`config.mk`:
```
export PLATFORM = sky130hd
export DESIGN_NAME = shared_bus_rr_arbiter
export DESIGN_NICKNAME = d
export VERILOG_FILES = /design/src/rtl/shared_bus_rr_arbiter_pkg.sv /design/src/rtl/shared_bus_rr_arbiter_pick.sv /design/src/rtl/shared_bus_rr_arbiter.sv
export SDC_FILE = /design/constraint.sdc
export NUM_CORES = 1
export LEC_CHECK = 0
export ABC_AREA = 1
export ABC_CLOCK_PERIOD_IN_PS = 2950
export CORE_MARGIN = 2
export CORE_UTILIZATION = 34
export DETAILED_ROUTE_END_ITERATION = 16
export GPL_TIMING_DRIVEN = 0
export HOLD_SLACK_MARGIN = 0.03
export PLACE_DENSITY_LB_ADDON = 0.05
export SLEW_MARGIN = 10
export SYNTH_ARGS = -nofsm -noshare
export SYNTH_HDL_FRONTEND = slang
export SYNTH_SLANG_ARGS = --single-unit
```
`constraint.sdc`:
```
create_clock -name clk -period 2.95 [get_ports clk]
set_clock_uncertainty 0.05 [all_clocks]
set_input_delay 0.59 -clock clk [delete_from_list [all_inputs] [get_ports clk]]
set_output_delay 0.59 -clock clk [all_outputs]
set_load 0.02 [all_outputs]
```
`src/rtl/shared_bus_rr_arbiter_pkg.sv`:
```
// Shared types and the round-robin pick helper for the shared-bus arbiter.
// The helper works on a fixed 16-bit request vector sized by a runtime nreq.
package shared_bus_rr_arbiter_pkg;

  localparam int unsigned MAX_NREQ = 16;
  localparam int unsigned PW       = 4;
  localparam int unsigned PW1      = PW + 1;

  typedef enum logic [1:0] {
    IDLE,
    OWN,
    TURN
  } arb_state_t;

  typedef struct packed {
    logic          found;
    logic [PW-1:0] idx;
  } pick_t;

  // Rotate so ptr sits at bit 0, take the lowest set bit, then rotate the index back.
  function automatic pick_t rr_pick(input logic [MAX_NREQ-1:0] req,
                                    input logic [PW-1:0]       ptr,
                                    input int unsigned         nreq);
    pick_t               r;
    logic [MAX_NREQ-1:0] rot;
    logic [PW:0]         pos;
    logic [PW:0]         off;
    r   = '0;
    rot = '0;
    off = '0;
    for (int unsigned i = 0; i < MAX_NREQ; i++) begin
      if (i < nreq) begin
        pos = {1'b0, ptr} + PW1'(i);
        if (pos >= PW1'(nreq)) pos = pos - PW1'(nreq);
        rot[i] = req[pos[PW-1:0]];
      end
    end
    for (int unsigned i = MAX_NREQ; i > 0; i--) begin
      if (rot[i-1]) begin
        r.found = 1'b1;
        off     = PW1'(i - 1);
      end
    end
    pos = {1'b0, ptr} + off;
    if (pos >= PW1'(nreq)) pos = pos - PW1'(nreq);
    r.idx = pos[PW-1:0];
    return r;
  endfunction

endpackage

```
`src/rtl/shared_bus_rr_arbiter_pick.sv`:
```
// Combinational round-robin selector: first set request at or after ptr, wrapping.
module rr_priority_pick
  import shared_bus_rr_arbiter_pkg::*;
#(
  parameter int unsigned NREQ = 4
) (
  input  logic [NREQ-1:0]         req,
  input  logic [$clog2(NREQ)-1:0] ptr,
  output logic                    found,
  output logic [$clog2(NREQ)-1:0] idx
);

  localparam int unsigned IW = $clog2(NREQ);

  logic [MAX_NREQ-1:0] req_ext;
  pick_t               pick;

  always_comb begin
    req_ext           = '0;
    req_ext[NREQ-1:0] = req;
    pick              = rr_pick(req_ext, PW'(ptr), NREQ);
    found             = pick.found;
    idx               = IW'(pick.idx);
  end

endmodule

```
`src/rtl/shared_bus_rr_arbiter.sv`:
```
// Round-robin owner sequencer for a shared tri-state port, with a dead
// turnaround cycle between owners and a forced release after MAX_HOLD cycles.
module shared_bus_rr_arbiter
  import shared_bus_rr_arbiter_pkg::*;
#(
  parameter int unsigned NREQ     = 4,
  parameter int unsigned BITSA    = 7,
  parameter int unsigned MAX_HOLD = 16
) (
  input  logic                        clk,
  input  logic                        rst,
  input  logic [NREQ-1:0]             req,
  input  logic [NREQ-1:0]             last,
  input  logic [NREQ*(BITSA+1)-1:0]   req_data,
  output logic [NREQ-1:0]             gnt,
  output logic [$clog2(NREQ)-1:0]     gnt_id,
  output logic                        busy,
  output logic [BITSA:0]              bus_a,
  output logic                        bus_oe,
  output logic                        timeout
);

  localparam int unsigned IW = $clog2(NREQ);
  localparam int unsigned HW = $clog2(MAX_HOLD + 1);
  localparam int unsigned W  = BITSA + 1;

  arb_state_t    state, state_nx;
  logic [IW-1:0] rr_ptr;
  logic [HW-1:0] hold_cnt;
  logic          pick_found;
  logic [IW-1:0] pick_idx;
  logic          at_max;
  logic          release_own;
  logic          forced;

  rr_priority_pick #(.NREQ(NREQ)) u_pick (
    .req   (req),
    .ptr   (rr_ptr),
    .found (pick_found),
    .idx   (pick_idx)
  );

  // Only the current owner's req/last matter; other requesters cannot disturb it.
  always_comb begin
    at_max      = (hold_cnt == HW'(MAX_HOLD));
    release_own = !req[gnt_id] || last[gnt_id] || at_max;
    forced      = at_max && req[gnt_id] && !last[gnt_id];
  end

  always_comb begin
    state_nx = state;
    unique case (state)
      IDLE:    if (pick_found) state_nx = OWN;
      OWN:     if (release_own) state_nx = TURN;
      TURN:    state_nx = IDLE;
      default: state_nx = IDLE;
    endcase
  end

  always_ff @(posedge clk) begin
    if (rst) begin
      state    <= IDLE;
      rr_ptr   <= '0;
      hold_cnt <= '0;
      gnt      <= '0;
      gnt_id   <= '0;
      timeout  <= 1'b0;
    end else begin
      state   <= state_nx;
      timeout <= 1'b0;
      case (state)
        IDLE: begin
          if (pick_found) begin
            gnt      <= {{(NREQ-1){1'b0}}, 1'b1} << pick_idx;
            gnt_id   <= pick_idx;
            hold_cnt <= HW'(1);
          end
        end
        OWN: begin
          if (release_own) begin
            gnt      <= '0;
            hold_cnt <= '0;
            timeout  <= forced;
            rr_ptr   <= (gnt_id == IW'(NREQ - 1)) ? '0 : gnt_id + 1'b1;
          end else begin
            hold_cnt <= hold_cnt + 1'b1;
          end
        end
        default: ;
      endcase
    end
  end

  always_comb begin
    busy   = (state == OWN);
    bus_oe = busy;
    bus_a  = '0;
    if (busy) bus_a = req_data[gnt_id*W +: W];
  end

endmodule

```
---- Word level (Yosys, flattened, before mapping) ----
Index checks and enable logic that the tools add are counted.
storage, ports and cells
  bits in registers ....................... 16
  logic and storage cells ................. 86
cells by class
  add/sub/neg operators ................... 11
  $lt $le $gt $ge ......................... 10
  equal/unequal tests ..................... 5
  shift-type cells ........................ 2
  mux-type cells .......................... 36
  bitwise logic cells ..................... 2
  reduce and logical (&&, ||, !) cells .... 14
operator list
  cell                   count
  $shiftx A32 B6 Y8      1
  $mux W4                6
  $lt A4 B5 Y1 const B   4
  $bmux W1 S4            4
  $mux W2                8
  $ge A5 B3 Y1 const B   3
  $sub A4 B3 Y4 const B  3
  $mux W1                10
  $mux W5                2
  $pmux W5 S2            1
  $mux W8                1
  $pmux W4 S2            1
  $reduce_and A2 Y1      4
  $add A2 B2 Y3 const B  2
  $add A5 B1 Y5 const B  1
  $eq A5 B5 Y1 const B   1
  $bmux W1 S2            2
  $pmux W2 S2            1
  $shl A1 B2 Y4 const A  1
  $sub A2 B3 Y4 const B  1
  $add A2 B1 Y3 const B  1
  $add A2 B2 Y3          1
  $ge A2 B3 Y1 const B   1
  $ge A3 B3 Y1 const B   1
  15 further kinds       19

---- Depth between registers and ports, before layout ----
  depth in word-level cells ............... 15
  depth in mapped cells ................... 14
  gate-level depth less buffers ........... 14

---- Hierarchy ----
From an unflattened synthesis, not the netlist that was laid out.
second synthesis, totals
  cells, all modules ...................... 214
  area, all modules ....................... 1,352.5 µm²
by module, submodules not included
  module                 instances  cells an instance  area each (µm²)  sequential area each (µm²)
  shared_bus_rr_arbiter  1          165                1,084.8          320.3
  rr_priority_pick       1          49                 267.8            0.0

---- Least setup slack after synthesis ----
Ideal clock, no wire load.
  kind .................................... register -> register
  start point ............................. register rr_ptr[0]
  end point ............................... register gnt_id[1]
  library setup time ...................... 0.116 ns
  data arrival time ....................... 2.031 ns
  required time ........................... 2.784 ns
  path slack .............................. 0.753 ns
  cell stages (with the launch flop) ...... 15
  period minus slack after synthesis ...... 2.197 ns
  path through ............................ dfxtp_1 > inv_2 > ha_1 > inv_1 > nand3_1 > nand3_2 > o21ai_0 > and2_1 > ha_1 > xor2_1 > inv_1 > nand3_1 > nand2_1 > nor2_1 > nor2_1
between the ends
  longest elaborated chain between the ends .. 12
ends and longest elaborated chain
  element                                        RTL line                         text
  start: declaration                             shared_bus_rr_arbiter.sv:28      logic [IW-1:0] rr_ptr;
  start signal: assignment                       shared_bus_rr_arbiter.sv:84      rr_ptr <= (gnt_id == IW'(NREQ - 1)) ? '0 : gnt_id + 1'b1;
  $add A2 B2 Y3                                  shared_bus_rr_arbiter_pkg.sv:33  pos = {1'b0, ptr} + PW1'(i);
  $sub A4 B3 Y4 or $ge A5 B3 Y1 (tied branches)  shared_bus_rr_arbiter_pkg.sv:34  if (pos >= PW1'(nreq)) pos = pos - PW1'(nreq);
  $mux W4                                        shared_bus_rr_arbiter_pkg.sv:34
  $bmux W1 S4                                    shared_bus_rr_arbiter_pkg.sv:35  rot[i] = req[pos[PW-1:0]];
  $mux W1 (implied by the code)                  shared_bus_rr_arbiter_pkg.sv:35
  $mux W2 (4 in series)                          shared_bus_rr_arbiter_pkg.sv:39  if (rot[i-1]) begin
  $add A2 B2 Y3                                  shared_bus_rr_arbiter_pkg.sv:44  pos = {1'b0, ptr} + off;
  $ge A3 B3 Y1 or $sub A2 B1 Y2 (tied branches)  shared_bus_rr_arbiter_pkg.sv:45  if (pos >= PW1'(nreq)) pos = pos - PW1'(nreq);
  $mux W2                                        shared_bus_rr_arbiter_pkg.sv:45
  end signal: assignment                         shared_bus_rr_arbiter.sv:75      gnt_id <= pick_idx;
  end: declaration                               shared_bus_rr_arbiter.sv:16      output logic [$clog2(NREQ)-1:0] gnt_id,
Parallel ways exist; a longest one is shown, timed or not. The select of a mux whose other input is x is not followed.
A chain may end at the register's enable or synchronous reset.

---- Final worst setup path ----
  start point ............................. register state[0]
  end point ............................... output port bus_a[2]
between the ends
  longest elaborated chain between the ends .. 2
ends and longest elaborated chain
  element                   RTL line                     text
  start: declaration        shared_bus_rr_arbiter.sv:27  arb_state_t state, state_nx;
  start signal: assignment  shared_bus_rr_arbiter.sv:69  state <= state_nx;
  $eq A2 B1 Y1              shared_bus_rr_arbiter.sv:95  busy = (state == OWN);
  $mux W8                   shared_bus_rr_arbiter.sv:98  if (busy) bus_a = req_data[gnt_id*W +: W];
  end: declaration          shared_bus_rr_arbiter.sv:18  output logic [BITSA:0] bus_a,
Every way passes these cells.

==> impl_metrics.ini <==
[detailed_routing]
dr.pass1.iters = 4
viasPerCell = 4.67
routedWlPerCell_um = 11.8
dr.first_iter.drc_count = 62
num_vias = 1555
wl_um = 3950
antenna_left = 0
drc = 0

[job]
max_cap_violations = 0

[cts]
cts_sinks = 16
cts_hold_buf = 0
htreeDepth = 1
cts_tree = done
numCtsBuffers = 3
worstSkewPairLatency_ns = 0.25
cts_resized = 0
cts_buffer_depth = 2
clk_pin_slew_ns = 0.06
cts-root-buf = clkbuf_8
post-cts-setup-buffers = 0

[sta]
finalHoldViolCount = 0
maxSlewHeadroom = 0.679
setup_viol = 0
slew_violations = 0
fin_crit_sh = 0.937
max_slew.worst_pin.slew_ns = 0.482
fin_crit_ns = 2.76
rsz0062_at_grt = false
fin_tns_setup_ns = 0
fmax_mhz = 362

[worst_setup_path]
slowest_stage = clkdlybuf4s50_1
crit_type = flip-flop to output pin
crit_arrival_ns = 2.12
cp_cell_sequence = inv_1 > nor2_2 > inv_1 > buf_2 > a21oi_1 > clkdlybuf4s50_1
crit_path_max_incr_delay_ns = 0.62
cp-start-kind = flip-flop
required_ns = 2.31
endpoint_kind = output pin
cp_top_family = buffers and inverters
critPathBufInv = 4
ff2ff_setup_slack_ns = 0.44
path_max_fanout = 11
cp_common_cell = inv_1

[outcome]
status = completed

[power]
power_w = 0.00168
power_density_nw_per_um2 = 807
leakage_nw = 0.919
peakVddDrop_mv = 0.347

[global_routing]
grt_pass1_wl_um = 6200
grt_overflow = 0
track_usage = 0.174
grt_start_max_net_pins = 12
antenna_found_initial = 0
grt_pass1_vias = 1357

[floorplan]
start_util = 0.352
die_h_um = 68.1
ios = 59
die-area_sq_um = 4640
die_w_um = 68.1
core_sq_um = 3970
rows = 23

[cells_and_area]
final_cell_mix = clkdlybuf4s50_1, nor2_1, nand2_1
insertedDiodeCount = 0
final_common_cell = clkdlybuf4s50_1
drive_gt1_frac = 0.117
synthToLayoutAreaGrowth_pct = 49.2
nets = 335

[synthesis]
seq_area_frac_synth = 0.229
syn_area_per_cell_sq_um = 6.30
yosys_warnings = 0
synth_top_area_share = 0.229
synthDistinctLibCells = 28
synth_cells = 222
netlist_area_sq_um = 1400
syn-num-nets = 273
ys_ff_latch = 16
synthTopCellsByArea = dfxtp_1, nor2_1, nand2_1
synth_top_area_cell = dfxtp_1

[min_path]
hold_path.class = flip-flop to flip-flop

[placed_design]
io_buffers = 57
gp_congestion = 0.752
dp_hpwl_um = 3040
## power by group
group          switching [W]  total (W)  internal (W)
sequential         0.0000588   0.000333      0.000274
combinational       0.000686    0.00115      0.000466
clock              0.0000800   0.000199      0.000119
## metal layers
layer,global-route usage,vias to the layer above,share of wire
met1,0.242,673,0.51
met2,0.274,42,0.40
met4,0.0525,0,0.0096
met5,0,-,0
met3,0.0296,5,0.071
li1,-,835,-
## metrics by stage
stage / setup slack, ns / hold slack, ns / cells / utilization / cell area [sq um]
finish: 0.186 / 0.426 / 333 / 0.526 / 2090
global route: 0.00657 / 0.455 / 333 / 0.526 / 2090
CTS: 0.192 / 0.430 / 333 / 0.526 / 2090
detailed placement: 0.271 / 0.421 / 329 / 0.512 / 2030
global placement: 0.264 / 0.410 / 329 / 0.512 / 2030
floorplan: 0.753 / 0.414 / 222 / - / 1400
## tightest hold or removal path, stage by stage, from the launching register on
cell and delay (ns):
dfxtp_1 0.31, nand3_1 0.07, nand2_1 0.05
## cells in the mapped netlist
master and instances:
o21ai_0 21, ha_1 9, nand3b_1 3, o21ai_1 1, xnor2_1 1, a21oi_2 5, nor3_1 1, inv_1 23
buf_2 3, buf_4 2, buf_6 1, inv_2 2, and2_1 1, o21ai_4 1, nand3_1 21, nand2_1 35
or2_2 2, dfxtp_1 16, nor2_2 1, nand2_2 4, nand2_4 2, clkbuf_1 2, xor2_1 2, nand3_2 6
nor2_1 44, clkinv_1 1, a21oi_1 11, nand4_1 1
## cells by family after synthesis
group                      Yosys count  share of synthesized area
buffers and inverters               34                      0.105
and+or+nand+nor                    121                      0.406
AOI/OAI and AO/OA                   39                      0.161
xor gates and xnor gates             3                     0.0188
adders and majority gates            9                     0.0805
DFF                                 16                      0.229
## path summary, 6_finish.rpt
check | startpoint | to | cells past startpoint
worst max-delay path | state[0] | bus_a[2] | 6
worst min-delay path | gnt[3] | gnt[3] | 2
worst max register to register | rr_ptr[0] | gnt[0] | 13
worst min register to register | gnt[3] | gnt[3] | 2
## flip-flops by register name, indices dropped and copies added (netlist names)
register	flops
gnt	4
gnt_id	2
hold_cnt	5
rr_ptr	2
state	2
timeout	1
## cell type report
| type | count | area, sq um |
|---|---|---|
| timing repair buffer | 57 | 571 |
| buffer | 8 | 48.8 |
| sequential | 16 | 320 |
| multi-input combinational | 172 | 932 |
| fill | 425 | 1880 |
| tap | 50 | 62.6 |
| inverter | 26 | 97.6 |
| clock buffer | 4 | 55.1 |
Note: power is estimated with default switching activity, not from simulation.
